**src/rtl/i2c_slave_pkg.sv**
```systemverilog
// I2C slave core shared types.
// FSM states, bit counter width and ACK/NACK bus levels.
package i2c_slave_pkg;

  typedef enum logic [3:0] {
    ST_IDLE,
    ST_ADDR,
    ST_ADDR_ACK,
    ST_PTR,
    ST_PTR_ACK,
    ST_WDATA,
    ST_WDATA_ACK,
    ST_RDATA,
    ST_RDATA_ACK
  } state_t;

  localparam int BIT_CNT_W = 3;

  localparam logic ACK_LVL  = 1'b0;
  localparam logic NACK_LVL = 1'b1;

endpackage

```
**src/rtl/i2c_bus_sync.sv**
```systemverilog
// I2C pin synchronizers and bus event detection.
// Events come from synchronized levels and their delayed copies.
module i2c_bus_sync (
  input  logic clk,
  input  logic rst,
  input  logic scl_raw,
  input  logic sda_raw,
  output logic sda,
  output logic scl_rise,
  output logic scl_fall,
  output logic start_det,
  output logic stop_det
);

  logic [1:0] scl_sync;
  logic [1:0] sda_sync;
  logic       scl_d;
  logic       sda_d;
  logic       scl_s;

  always_ff @(posedge clk) begin
    if (rst) begin
      scl_sync <= 2'b11;
      sda_sync <= 2'b11;
      scl_d    <= 1'b1;
      sda_d    <= 1'b1;
    end else begin
      scl_sync <= {scl_sync[0], scl_raw};
      sda_sync <= {sda_sync[0], sda_raw};
      scl_d    <= scl_sync[1];
      sda_d    <= sda_sync[1];
    end
  end

  assign scl_s     = scl_sync[1];
  assign sda       = sda_sync[1];
  assign scl_rise  = scl_s & ~scl_d;
  assign scl_fall  = ~scl_s & scl_d;
  assign start_det = scl_s & scl_d & sda_d & ~sda;
  assign stop_det  = scl_s & scl_d & ~sda_d & sda;

endmodule

```
**src/rtl/i2c_slave_core.sv**
```systemverilog
// I2C register-bank slave: 8 x 8-bit registers behind a
// persistent 3-bit pointer, written and read over the bus.
module i2c_slave_core
  import i2c_slave_pkg::*;
#(
  parameter logic [6:0] SLAVE_ADDR = 7'h50,
  parameter int         NUM_REGS   = 8
) (
  input  logic       i2c_core_clock_i,
  input  logic       i2c_core_reset_i,
  input  logic       scl_i,
  input  logic       sda_i,
  output logic       sda_oe_o,
  input  logic [2:0] host_addr_i,
  output logic [7:0] host_rdata_o,
  output logic       wr_strobe_o,
  output logic [2:0] wr_addr_o,
  output logic [7:0] wr_data_o,
  output logic       busy_o
);

  logic sda;
  logic scl_rise;
  logic scl_fall;
  logic start_det;
  logic stop_det;

  i2c_bus_sync u_sync (
    .clk       (i2c_core_clock_i),
    .rst       (i2c_core_reset_i),
    .scl_raw   (scl_i),
    .sda_raw   (sda_i),
    .sda       (sda),
    .scl_rise  (scl_rise),
    .scl_fall  (scl_fall),
    .start_det (start_det),
    .stop_det  (stop_det)
  );

  state_t               state;
  logic [BIT_CNT_W-1:0] cnt;
  logic [7:0]           shift;
  logic [7:0]           rx_byte;
  logic                 rw;
  logic [2:0]           ptr;
  logic [7:0]           regs [NUM_REGS];

  assign rx_byte      = {shift[6:0], sda};
  assign host_rdata_o = regs[host_addr_i];

  // In ACK states sda_oe_o doubles as the phase flag:
  // first SCL fall asserts it, the second ends the ACK slot.
  always_ff @(posedge i2c_core_clock_i) begin
    if (i2c_core_reset_i) begin
      state       <= ST_IDLE;
      cnt         <= '0;
      shift       <= '0;
      rw          <= 1'b0;
      ptr         <= '0;
      sda_oe_o    <= 1'b0;
      busy_o      <= 1'b0;
      wr_strobe_o <= 1'b0;
      wr_addr_o   <= '0;
      wr_data_o   <= '0;
      for (int i = 0; i < NUM_REGS; i++) regs[i] <= '0;
    end else begin
      wr_strobe_o <= 1'b0;
      if (start_det) begin
        state    <= ST_ADDR;
        cnt      <= '0;
        sda_oe_o <= 1'b0;
      end else if (stop_det) begin
        state    <= ST_IDLE;
        cnt      <= '0;
        sda_oe_o <= 1'b0;
        busy_o   <= 1'b0;
      end else begin
        case (state)
          ST_ADDR: if (scl_rise) begin
            shift <= rx_byte;
            cnt   <= cnt + 1'b1;
            if (cnt == '1) begin
              if (rx_byte[7:1] == SLAVE_ADDR) begin
                state  <= ST_ADDR_ACK;
                rw     <= rx_byte[0];
                busy_o <= 1'b1;
              end else begin
                state  <= ST_IDLE;
                busy_o <= 1'b0;
              end
            end
          end
          ST_ADDR_ACK: if (scl_fall) begin
            if (!sda_oe_o) begin
              sda_oe_o <= 1'b1;
            end else begin
              cnt <= '0;
              if (rw) begin
                state    <= ST_RDATA;
                shift    <= regs[ptr];
                sda_oe_o <= ~regs[ptr][7];
              end else begin
                state    <= ST_PTR;
                sda_oe_o <= 1'b0;
              end
            end
          end
          ST_PTR: if (scl_rise) begin
            shift <= rx_byte;
            cnt   <= cnt + 1'b1;
            if (cnt == '1) begin
              ptr   <= rx_byte[2:0];
              state <= ST_PTR_ACK;
            end
          end
          ST_PTR_ACK: if (scl_fall) begin
            if (!sda_oe_o) begin
              sda_oe_o <= 1'b1;
            end else begin
              sda_oe_o <= 1'b0;
              cnt      <= '0;
              state    <= ST_WDATA;
            end
          end
          ST_WDATA: if (scl_rise) begin
            shift <= rx_byte;
            cnt   <= cnt + 1'b1;
            if (cnt == '1) begin
              regs[ptr]   <= rx_byte;
              wr_strobe_o <= 1'b1;
              wr_addr_o   <= ptr;
              wr_data_o   <= rx_byte;
              state       <= ST_WDATA_ACK;
            end
          end
          ST_WDATA_ACK: if (scl_fall) begin
            if (!sda_oe_o) begin
              sda_oe_o <= 1'b1;
            end else begin
              sda_oe_o <= 1'b0;
              ptr      <= ptr + 1'b1;
              cnt      <= '0;
              state    <= ST_WDATA;
            end
          end
          ST_RDATA: if (scl_fall) begin
            cnt   <= cnt + 1'b1;
            shift <= {shift[6:0], 1'b0};
            if (cnt == '1) begin
              state    <= ST_RDATA_ACK;
              sda_oe_o <= 1'b0;
            end else begin
              sda_oe_o <= ~shift[6];
            end
          end
          // cnt==1 marks a master ACK seen on this slot's rise
          ST_RDATA_ACK: begin
            if (scl_rise) begin
              case (sda)
                ACK_LVL: begin
                  ptr <= ptr + 1'b1;
                  cnt <= 3'd1;
                end
                NACK_LVL: state <= ST_IDLE;
                default:  state <= ST_IDLE;
              endcase
            end else if (scl_fall && cnt == 3'd1) begin
              state    <= ST_RDATA;
              cnt      <= '0;
              shift    <= regs[ptr];
              sda_oe_o <= ~regs[ptr][7];
            end
          end
          default: ;
        endcase
      end
    end
  end

endmodule

```
**config.mk**
```make
export PLATFORM = sky130hd
export DESIGN_NAME = i2c_slave_core
export DESIGN_NICKNAME = d
export VERILOG_FILES = /design/src/rtl/i2c_slave_pkg.sv /design/src/rtl/i2c_bus_sync.sv /design/src/rtl/i2c_slave_core.sv
export SDC_FILE = /design/constraint.sdc
export NUM_CORES = 1
export LEC_CHECK = 0
export CAP_MARGIN = 20
export CORE_UTILIZATION = 50
export DETAILED_ROUTE_END_ITERATION = 8
export DONT_BUFFER_PORTS = 1
export PLACE_DENSITY = 0.76
export SYNTH_ARGS = -nofsm -noshare
export SYNTH_HDL_FRONTEND = slang
export SYNTH_SLANG_ARGS = --single-unit
```
**constraint.sdc**
```tcl
create_clock -name i2c_core_clock_i -period 6.3 [get_ports i2c_core_clock_i]
set_clock_uncertainty 0.2 [all_clocks]
set_input_delay 1.26 -clock i2c_core_clock_i [delete_from_list [all_inputs] [get_ports i2c_core_clock_i]]
set_output_delay 1.26 -clock i2c_core_clock_i [all_outputs]
set_load 0.05 [all_outputs]
```
Word-level counts from Yosys, hierarchy flattened

Memory sizes are Yosys's and may differ from the RTL's. A register that Yosys moved wholly into a read port is not among the register bits.
Index checks and enable logic that the tools add are counted.

Memories: 1
Output and inout bits: 22
ROM bits: 0
Bits in latches: 0
Flip-flop bits (word level): 38
Word-level logic and storage cells: 179
Bits of input ports: 7
Bits in writable memories: 64

Add/sub/neg operators: 2
Reductions and logical operators: 24
Magnitude comparators: 0
$mul: 0
Bitwise logic cells: 15
Multiplexer cells: 72
Div/mod/pow operators: 0
Shifts and indexed selects: 0
Eq/ne operators: 50

Memory list:

| memory | words | bits a word | read ports | clocked after Yosys merged registers in | wr ports | line                 | source |
|---|---|---|---|---|---|---|---|
| regs   | 8     | 8           | 2          | 1                                       | 8        | i2c_slave_core.sv:46 | `logic [7:0] regs [NUM_REGS];` |

Operator list:

| operator           | number |
|---|---|
| $mux 4             | 15 |
| $mux 3             | 17 |
| $mux 7             | 7 |
| $ne 4x4->1 const B | 10 |
| $ne 2x2->1 const B | 17 |
| $reduce_and 15->1  | 2 |
| $pmux 4 s7         | 1 |
| $pmux 7 s4         | 1 |
| $mux 1             | 26 |
| $eq 4x3->1 const B | 4 |
| $pmux 3 s4         | 1 |
| $reduce_and 6->1   | 2 |
| $reduce_bool 4->1  | 3 |
| $ne 2x1->1 const B | 5 |
| $reduce_and 10->1  | 1 |
| $pmux 3 s3         | 1 |
| $reduce_and 9->1   | 1 |
| $reduce_bool 9->1  | 1 |
| $reduce_or 3->1    | 3 |
| $eq 4x2->1 const B | 2 |
| $mux 8             | 1 |
| $ne 4x1->1 const B | 2 |
| $not 1->1          | 8 |
| $reduce_or 8->1    | 1 |
| 21 further kinds   | 31 |

Logic depth before layout (Yosys ltp)

Word-level depth: 10
Gate-level depth with buffers: 8
Gate-level depth less buffers: 7

Modules after synthesis

Synthesis repeated with hierarchy kept, for this count alone.

Cells, all modules: 477
Area, all modules: 5585.4 um^2

Modules (own cells, without submodules):

| module         | times used | cells each | area an instance (um^2) | sequential area each (um^2) |
|---|---|---|---|---|
| i2c_slave_core | 1          | 461        | 5395.2                  | 2622.5 |
| i2c_bus_sync   | 1          | 16         | 190.2                   | 120.1 |

Worst setup path after synthesis

No wires, ideal clock.

Path type: input-to-output
Start point: input host_addr_i[0]
End point: output host_rdata_o[0]
Setup slack: 1.953 ns
Stages on the path: 4
Data required time: 4.840 ns
Arrival time: 2.887 ns
Path buffers: 2
Cell sequence: clkbuf_1 buf_2 mux4_2 mux2_2

Longest elaborated chain between the ends: 1

Ends and longest elaborated chain:

| item        | line                 | source |
|---|---|---|
| from (decl) | i2c_slave_core.sv:14 | `input logic [2:0] host_addr_i,` |
| $mem_v2 8x8 | n/a                  |  |
| to (decl)   | i2c_slave_core.sv:15 | `output logic [7:0] host_rdata_o,` |

Every way passes these cells.

Worst setup path after layout

Start point: input host_addr_i[0]
End point: output host_rdata_o[5]

The elaborated chain is that of the path after synthesis.

==> results.tsv <==
metric	value	unit
status	completed	
tritoncts	yes	
path_delay_family	multiplexers	
htree_levels	3	
final_common_cell	and2_1	
crit_path_cell_trace	mux4_2, mux2_2	
grt_pass1_vias	3706	
chipWidth	108	um
setup_viol	0	
synth.area.mux_share	16.8	%
routabilityCongestion	0.878	
core_region_area	10900	um2
async_flop_share	0	%
synth_simple_gate_area_share	18.9	%
crit_type	input pin to output pin	
drc	0	
finalHoldViolCount	0	
synth_seq_cells	105	
fmax	277	MHz
synth_top_family_by_area	simple AND/OR/NAND/NOR gates	
crit_slowest_cell	mux4_2	
cts_hold_buf	0	
nets	480	
rsz0062_at_grt	no	
max_slew_margin	40.3	%
synth.avg_cell_area	11.4	um2
grt_start_max_net_pins	43	
ys.flop_type	edfxtp_1	
cts-root-buf	clkbuf_8	
clock_path_buffers	2	
first_pass_iters	5	
synth_fa_ha_area_share	0.895	%
ioPinCount	29	
hold_class	register to register	
yosysWarnings	0	
setup-tns-final	0	ns
syn-num-nets	501	
period_share	57.3	%
vias_per_cell	6.33	
place_area	5640	um2
cts_sinks	105	
post-cts-setup-buffer-count	0	
ant_nets	0	
cp.required	4.84	ns
power_density	269	nW/um2
syn_inst	490	
synth_enable_flop_cells	64	
initial_core_util	51.4	%
grt_pass1_wl	20200	um
netlist_area	5590	um2
tightest_slew	0.888	ns
crit_fanout	16	
dp_hpwl	9040	um
wl	12800	um
dieHeight	108	um
maxCapViolCount	0	
finalMaxSlewViolations	0	
vias	3886	
drtIter0Drc	294	
antenna_found_initial	0	
diodes	0	
slowest_delay	0.48	ns
finalCriticalPeriod	3.61	ns
synth_cell_types	56	
peakVddDrop	188	uV
port_buffers	0	
cts.clk_slew.worst_paths	0.10	ns
synth_xor_area_share	0.157	%
setup.worst_path.start_class	input pin	
p_leak	1.95	nW
cts_resized	0	
clk_latency	0.38	ns
grt_usage	23.3	%
wl_per_cell	20.9	um
endpoint_kind	output pin	
seq_area_frac_synth	49.0	%
overflow	0	
area_growth	4.90	%
cp.buffers_inverters	0	
critPathArrivalTime	2.15	ns
num_rows	38	
layout_common_cells	and2_1, edfxtp_1, dfxtp_1	
cts_buffers	9	
synth_compound_area_share	11.1	%
fp.dieArea	11600	um2
drive_gt1_share	17.1	%
fin_area	5870	um2
==> worst reg2reg max path, cell delays in order, from the launching register on <==
cell      delay (ns)
dfxtp_1         0.78
nor2b_1         0.30
nand2_1         0.09
nor3_2          0.15
buf_4           0.23
nand2b_1        0.15
nor3_1          0.72
or2_2           0.38
==> metal layers <==
| metal | wire, um | part of all wire (%) | track usage [%] | vias up |
|---|---|---|---|---|
| li1 | - | - | - | 1773 |
| met1 | 5810 | 45 | 32.4 | 1960 |
| met2 | 6000 | 47 | 37.7 | 137 |
| met3 | 861 | 6.7 | 3.81 | 16 |
| met4 | 151 | 1.2 | 5.97 | 0 |
| met5 | 0 | 0 | 0 | - |
==> flip-flops by register name, summed over array words and instances, names as in the netlist, named ones only <==
signal,count
busy_o,1
cnt,3
ptr,3
regs,64
rw,1
sda_oe_o,1
shift,7
state,4
u_sync.scl_d,1
u_sync.scl_sync,2
u_sync.sda_d,1
u_sync.sda_sync,2
wr_addr_o,3
wr_data_o,8
wr_strobe_o,1
==> cells in the mapped netlist, types with 2 or more instances <==
master / number / share of area (%)
mux2_2: 8 / 1.6
a21oi_1: 33 / 3.0
mux4_2: 31 / 12
or2_2: 15 / 1.7
and2_1: 65 / 7.3
o32ai_1: 2 / 0.31
nand4_1: 2 / 0.22
buf_2: 6 / 0.54
o211ai_1: 2 / 0.27
o2111ai_1: 6 / 0.94
o21a_1: 3 / 0.40
nor2_1: 30 / 2.0
a22oi_1: 2 / 0.27
o21ai_1: 2 / 0.18
clkbuf_1: 28 / 1.9
inv_1: 4 / 0.27
nand3_1: 17 / 1.5
edfxtp_1: 64 / 34
a21o_1: 2 / 0.27
mux2i_1: 15 / 2.7
a31oi_1: 3 / 0.34
nor2b_1: 6 / 0.67
nand2b_1: 9 / 1.0
o21ai_0: 16 / 1.4
dfxtp_1: 41 / 15
a32o_1: 2 / 0.36
nand2_1: 30 / 2.0
ha_1: 4 / 0.90
nor4b_1: 2 / 0.31
nor3_1: 6 / 0.54
a211oi_1: 5 / 0.67
nand3b_1: 5 / 0.67
==> power by group <==
group          total [mW]  internal (mW)  switching [mW]
logic               0.344          0.141           0.203
registers           0.816          0.758          0.0580
clock network       0.418          0.157           0.260
total                1.58           1.06           0.521
==> cell type report <==
| class | instances | area [um2] |
|---|---|---|
| sequential | 105 | 2740 |
| clock buffer | 9 | 124 |
| multi-input combinational | 344 | 2680 |
| inverter | 4 | 15.0 |
| clock inverter | 7 | 75.1 |
| fill | 920 | 5020 |
| tap | 140 | 175 |
| timing repair buffer | 5 | 57.6 |
==> cell families (layout without fill, tap and decap cells) <==
group	after synthesis	in the layout
compound gates	92	92
simple gates	193	193
xor+xnor	1	1
buf+inv	41	25
flops	105	105
mux	54	54
fa+ha+maj	4	4
==> per-stage QoR <==
stage,util [%],std cells,power (mW),setup WS (ns),hold WS [ns]
floorplan,-,490,1.11,1.95,0.189
global placement,51.8,597,1.16,2.71,0.196
detailed placement,51.8,597,1.17,2.69,0.197
CTS,53.6,613,1.57,2.69,0.231
global route,53.9,614,1.64,2.68,0.248
finish,53.9,614,1.58,2.69,0.219
==> path summary, 6_finish.rpt <==
check | slack, ns | end | from | depth (start not counted)
max | 2.69 | host_rdata_o[5] | host_addr_i[0] | 2
min | 0.22 | u_sync.sda_sync[1] | u_sync.sda_sync[0] | 1
max reg2reg | 3.01 | regs[4][0] | state[0] | 7
min reg2reg | 0.22 | u_sync.sda_sync[1] | u_sync.sda_sync[0] | 1
No activity file was read; power rests on OpenSTA's default activity.
